--- src/rtl/video_source_scheduler.sv ---
// video_source_scheduler: frame-aligned two-source arbiter feeding a continuous DVI pixel stream
module video_source_scheduler #(
    parameter int          Width     = 800,
    parameter int          Height    = 600,
    parameter int          XBits     = 11,
    parameter int          YBits     = 10,
    parameter logic [23:0] FillColor = 24'h000000,
    parameter int          CountBits = 16
) (
    input  logic                 Clock,
    input  logic                 Reset,
    input  logic                 SelReq,
    input  logic [23:0]          SrcA_Video,
    input  logic                 SrcA_Valid,
    output logic                 SrcA_Ready,
    input  logic [23:0]          SrcB_Video,
    input  logic                 SrcB_Valid,
    output logic                 SrcB_Ready,
    output logic [23:0]          Video,
    output logic                 VideoValid,
    input  logic                 VideoReady,
    output logic                 Sel,
    output logic                 SwitchPending,
    output logic                 FrameStart,
    output logic [XBits-1:0]     PixelX,
    output logic [YBits-1:0]     PixelY,
    output logic                 Underflow,
    output logic [CountBits-1:0] UnderflowCount
);
    logic [XBits-1:0] lx;
    logic [YBits-1:0] ly;
    logic             load;
    logic             origin;
    logic             eff_sel;
    logic             src_valid;
    logic [23:0]      src_video;
    logic             x_last;
    logic             y_last;

    // handshake, frame-aligned source selection and counter wrap decode
    always_comb begin
        load          = ~VideoValid | VideoReady;
        origin        = (lx == '0) && (ly == '0);
        eff_sel       = origin ? SelReq : Sel;
        src_valid     = eff_sel ? SrcB_Valid : SrcA_Valid;
        src_video     = eff_sel ? SrcB_Video : SrcA_Video;
        SrcA_Ready    = load & Reset & ~eff_sel;
        SrcB_Ready    = load & Reset & eff_sel;
        SwitchPending = SelReq != Sel;
        x_last        = lx == XBits'(Width - 1);
        y_last        = ly == YBits'(Height - 1);
    end

    // output register, load counters and saturating underflow count
    always_ff @(posedge Clock) begin
        if (!Reset) begin
            Video          <= '0;
            VideoValid     <= 1'b0;
            Sel            <= 1'b0;
            PixelX         <= '0;
            PixelY         <= '0;
            FrameStart     <= 1'b0;
            Underflow      <= 1'b0;
            UnderflowCount <= '0;
            lx             <= '0;
            ly             <= '0;
        end else if (load) begin
            Video          <= src_valid ? src_video : FillColor;
            Underflow      <= ~src_valid;
            UnderflowCount <= (!src_valid && UnderflowCount != '1) ? UnderflowCount + 1'b1 : UnderflowCount;
            VideoValid     <= 1'b1;
            Sel            <= eff_sel;
            PixelX         <= lx;
            PixelY         <= ly;
            FrameStart     <= origin;
            lx             <= x_last ? '0 : lx + 1'b1;
            ly             <= x_last ? (y_last ? '0 : ly + 1'b1) : ly;
        end
    end
endmodule
--- config.mk ---
export PLATFORM = sky130hd
export DESIGN_NAME = video_source_scheduler
export DESIGN_NICKNAME = d
export VERILOG_FILES = /design/src/rtl/video_source_scheduler.sv
export SDC_FILE = /design/constraint.sdc
export NUM_CORES = 1
export LEC_CHECK = 0
export CORE_MARGIN = 2
export CORE_UTILIZATION = 40
export DETAILED_ROUTE_END_ITERATION = 7
export GPL_ROUTABILITY_DRIVEN = 0
export GPL_TIMING_DRIVEN = 1
export PLACE_DENSITY = 0.71
export SLEW_MARGIN = 20
export SYNTH_ARGS = -nofsm -noshare
export SYNTH_HDL_FRONTEND = slang
export SYNTH_SLANG_ARGS = --single-unit
--- constraint.sdc ---
create_clock -name Clock -period 6.3 [get_ports Clock]
set_input_delay 0.945 -clock Clock [delete_from_list [all_inputs] [get_ports Clock]]
set_output_delay 0.945 -clock Clock [all_outputs]
set_load 0.005 [all_outputs]
Word-level counts from Yosys, hierarchy flattened

Cells that the tools add are included.
Widths: inputs -> output; s select.

Flip-flop bits (word level): 86
Bits of input ports: 54
Output and inout port bits: 68
Word-level logic and storage cells: 37

Add/sub/neg operators: 3
Equal/unequal tests: 4
Multiplexer cells: 6
Bitwise operators: 7
Reductions and logical operators: 7

Operator list:

| kind                  | count |
|---|---|
| $mux 24               | 2 |
| $add 16x1->16 const B | 1 |
| $ne 16x16->1 const B  | 1 |
| $add 11x1->11 const B | 1 |
| $eq 11x10->1 const B  | 1 |
| $logic_not 11->1      | 1 |
| $mux 11               | 1 |
| $add 10x1->10 const B | 1 |
| $eq 10x10->1 const B  | 1 |
| $logic_not 10->1      | 1 |
| $mux 10               | 1 |
| $reduce_and 2->1      | 2 |
| $and 1x1->1           | 3 |
| $not 1->1             | 3 |
| $logic_and 1x1->1     | 2 |
| $mux 1                | 2 |
| $logic_not 1->1       | 1 |
| $ne 1x1->1            | 1 |
| $or 1x1->1            | 1 |

Logic depth before layout (Yosys ltp)

Word-level depth: 7
Mapped depth: 10
Mapped depth without buffers: 8

Worst setup path before layout

Ideal clock, no wire load.

Path kind: flip-flop to output port
Start point: reg lx[3]
End point: out SrcA_Ready
Arrival time: 2395 ps
Data required time: 5355 ps
Setup slack: 2960 ps
Stages on the path, launching flop included: 8
Path buffers: 2
Cell sequence: dfxtp_1 -> buf_2 -> nor4_1 -> nand2_1 -> nor4_4 -> mux2i_2 -> clkbuf_1 -> and3_1

Word-level cells in the longest chain between the ends: 5

Ends and longest elaborated chain:

| item                   | RTL line | RTL |
|---|---|---|
| start, declared        | 30       | `logic [XBits-1:0] lx;` |
| start signal, assigned | 76       | `lx <= x_last ? '0 : lx + 1'b1;` |
| $logic_not 11->1       | 43       | `origin = (lx == '0) && (ly == '0);` |
| $logic_and 1x1->1      | 43       |  |
| $mux 1                 | 44       | `eff_sel = origin ? SelReq : Sel;` |
| $not 1->1              | 47       | `SrcA_Ready = load & Reset & ~eff_sel;` |
| $and 1x1->1            | 47       |  |
| end, declared          | 15       | `output logic SrcA_Ready,` |

No other way between the ends.

Final worst setup path

Start point: reg lx[5]
End point: out SrcA_Ready

Same word-level chain as after synthesis.

==> metrics.txt <==
fin cells 665; Initial Util 40.5%; CP Data Required Time 5.35 ns; # hold bufs at CTS 0; period utilization 65.6%; Max Cap Viol 0; Setup Crit Path Kind register to primary output; Setup-failing EPs final 0; sequential-to-total area share from yosys stat 46.7%; placed insts 649; synthesized instance count 437; clk_skew 0.0153 ns; htree depth 3; clock root buffer master clkbuf_8; Post-DP HPWL 6.46 mm; syn_area_per_cell 8.43 sq um; # clock sinks 86; antenna cells 0; Switching Share 26.1%; most common cell after layout, fill and taps aside clkdlybuf4s50_1; pin count of the biggest net entering global routing 47; Slew headroom 34.8%; Logic pwr share 15.2%; Achievable Freq 242 MHz; CP peak stage delay 0.51 ns; commonest cells after routing, fill and taps aside 121 x clkdlybuf4s50_1, 91 x nand2_1, 86 x dfxtp_1; Net Sw Power 299 uW; cts bufs inserted 9; clk buf depth 2; Synth area leader dfxtp_1; r2r setup slk 3.17 ns; number of synthesized flops with an enable pin 0; Leak 1.92 nW; Power, Total 1.15 mW; Port-buffer cells 121; Placed Instance Area 4970 sq um; share of power burned in registers 50.3%; min cycle time layout 4.13 ns; top fanout value on the critical path 27; power density cells 222 nW/um^2; vias 3,399; vias in the first global route 3,269; VDD IR-drop max 106 uV; Main synth FF type dfxtp_1; global-route wire length before repair 15.0 mm; Clock Latency Late Sink 0.36 ns; design area 5170 sq um; die width 100 microns; Cell Int Power 849 uW; register bit total from synthesis 86; DRC 0; Syn Nets 496; Nets 608; Data arrival, critical path 3.19 ns; top-area cell type share of the netlist area 46.7%; critical path's slowest cell clkdlybuf4s50_1; drt first pass iters 4; Worst-path clk slew 0.09 ns; measured slew at the worst slew-check pin 0.976 ns; Max Slew Vio Count 0; Synth cell types 38; Hold Vio Cnt, Final 0; I/O pin count 122; outcome finished clean; layout cell share with drive strength beyond 1 5.05%; share of flip-flops with an asynchronous set or reset 0%; CTS tree built; ANT nets after route 0; fin util 56.8%; Largest delay share family, worst path simple AND/OR/NAND/NOR gates; Worst setup SP type register; postcts setup bufs 0; Congestion Overflow GR 0; Post-Syn Area 3690 sq um; Yosys warning count 0; CTS resizes 0; die area 10000 sq um; CP Cell Sequence nor4_1, nand2_1, nor4_4, mux2i_4, buf_4, and3_1, clkdlybuf4s50_1; total core area 9110 sq um; Die Y 100 microns; final wirelength 8.84 mm; top cells by area, synth dfxtp_1 47%, nand2_1 9.3%, mux2i_1 7.1%; Rows 35; DR WL/cell 13.3 microns; Via density 5.11; total track usage 18.4%; CP Capture Type primary output; number of antenna violations at the first check in global routing 0; P&R area growth vs syn 40.4%; RSZ-0062 raised after global routing no; Hold WC Path Type register to register; worst path bufs/invs 2; Clock Power Share 34.5%; setup TNS 0 ns; drt first-iter violations 142
-- synth_stat cells, types with 2 or more instances --
cell type and n:
a21oi_1 40, and3_1 10, buf_1 6, buf_2 3, buf_4 3, clkbuf_1 10, dfxtp_1 86, ha_1 5
inv_1 7, mux2_2 2, mux2i_1 26, nand2_1 91, nand3_1 13, nand4_1 11, nor2_1 26, nor3_1 3
nor4_1 6, o211ai_1 2, o21ai_0 13, o21ai_1 21, o31ai_1 6, or3_1 11, or4_1 7, xnor2_1 2
xor2_1 14
-- power groups by stage --
stage | sequential, mW | clock (mW) | combinational (mW)
final | 0.578 | 0.396 | 0.174
after global routing | 0.581 | 0.429 | 0.191
after CTS | 0.578 | 0.407 | 0.177
after detailed placement | 0.591 | 0 | 0.176
after global placement | 0.590 | 0 | 0.174
after floorplan | 0.589 | 0 | 0.0855
-- through the flow --
| step | setup slack (ns) | hold slack [ns] |
|---|---|---|
| 2_1_floorplan | 2.96 | 0.445 |
| 3_3_place_gp | 2.42 | 0.433 |
| 3_5_place_dp | 2.37 | 0.440 |
| 4_1_cts | 2.11 | 0.453 |
| 5_1_grt | 1.95 | 0.474 |
| 6_report | 2.17 | 0.447 |
-- area by class of cell --
cell class,count,area [sq um]
fillers,850,3930
multi-input cells,321,1860
flip-flops and latches,86,1720
repair buffers,123,1230
well taps,111,139
clock buffers,9,124
clock inverters,7,78.8
inverters,8,30.0
-- worst reg2reg max path, stage by stage, from the launching register on --
cell and delay [ns]:
dfxtp_1 0.38, nor4_1 0.47, nand2_1 0.17, nor4_4 0.38, mux2i_4 0.29, buf_4 0.39, mux2_2 0.40, nand3_2 0.36
o21ai_0 0.17
-- metal layers --
metal	up-vias	global-route usage, %	share of wire, %
met5	-	0	0
met4	0	5.80	0.87
met3	7	7.73	8.9
met2	106	30.7	47
met1	1541	21.7	43
li1	1745	-	-
-- state kept, by name, summed over array words and instances (netlist names) --
name	count
PixelY	10
lx	11
Video	24
VideoValid	1
Sel	1
UnderflowCount	16
Underflow	1
ly	10
PixelX	11
FrameStart	1
-- kinds of logic (layout without fill, tap and decap cells) --
| kind of cell | after synthesis | count (layout) | share of synthesized area [%] |
|---|---|---|---|
| AOI/OAI and AO/OA | 87 | 87 | 12.8 |
| xor gates and xnor gates | 16 | 16 | 3.80 |
| adders and majority gates | 5 | 5 | 1.70 |
| buffers and inverters | 30 | 147 | 3.46 |
| DFF | 86 | 86 | 46.7 |
| muxes | 29 | 29 | 8.04 |
| and+or+nand+nor | 184 | 184 | 23.5 |
-- path summary, 6_finish.rpt --
kind | start | end | cells past startpoint
max | lx[5] | SrcA_Ready | 7
min | Video[22] | Video[22] | 2
max reg2reg | lx[5] | Video[0] | 8
min reg2reg | Video[22] | Video[22] | 2
Note: power is estimated with default switching activity, not from simulation.
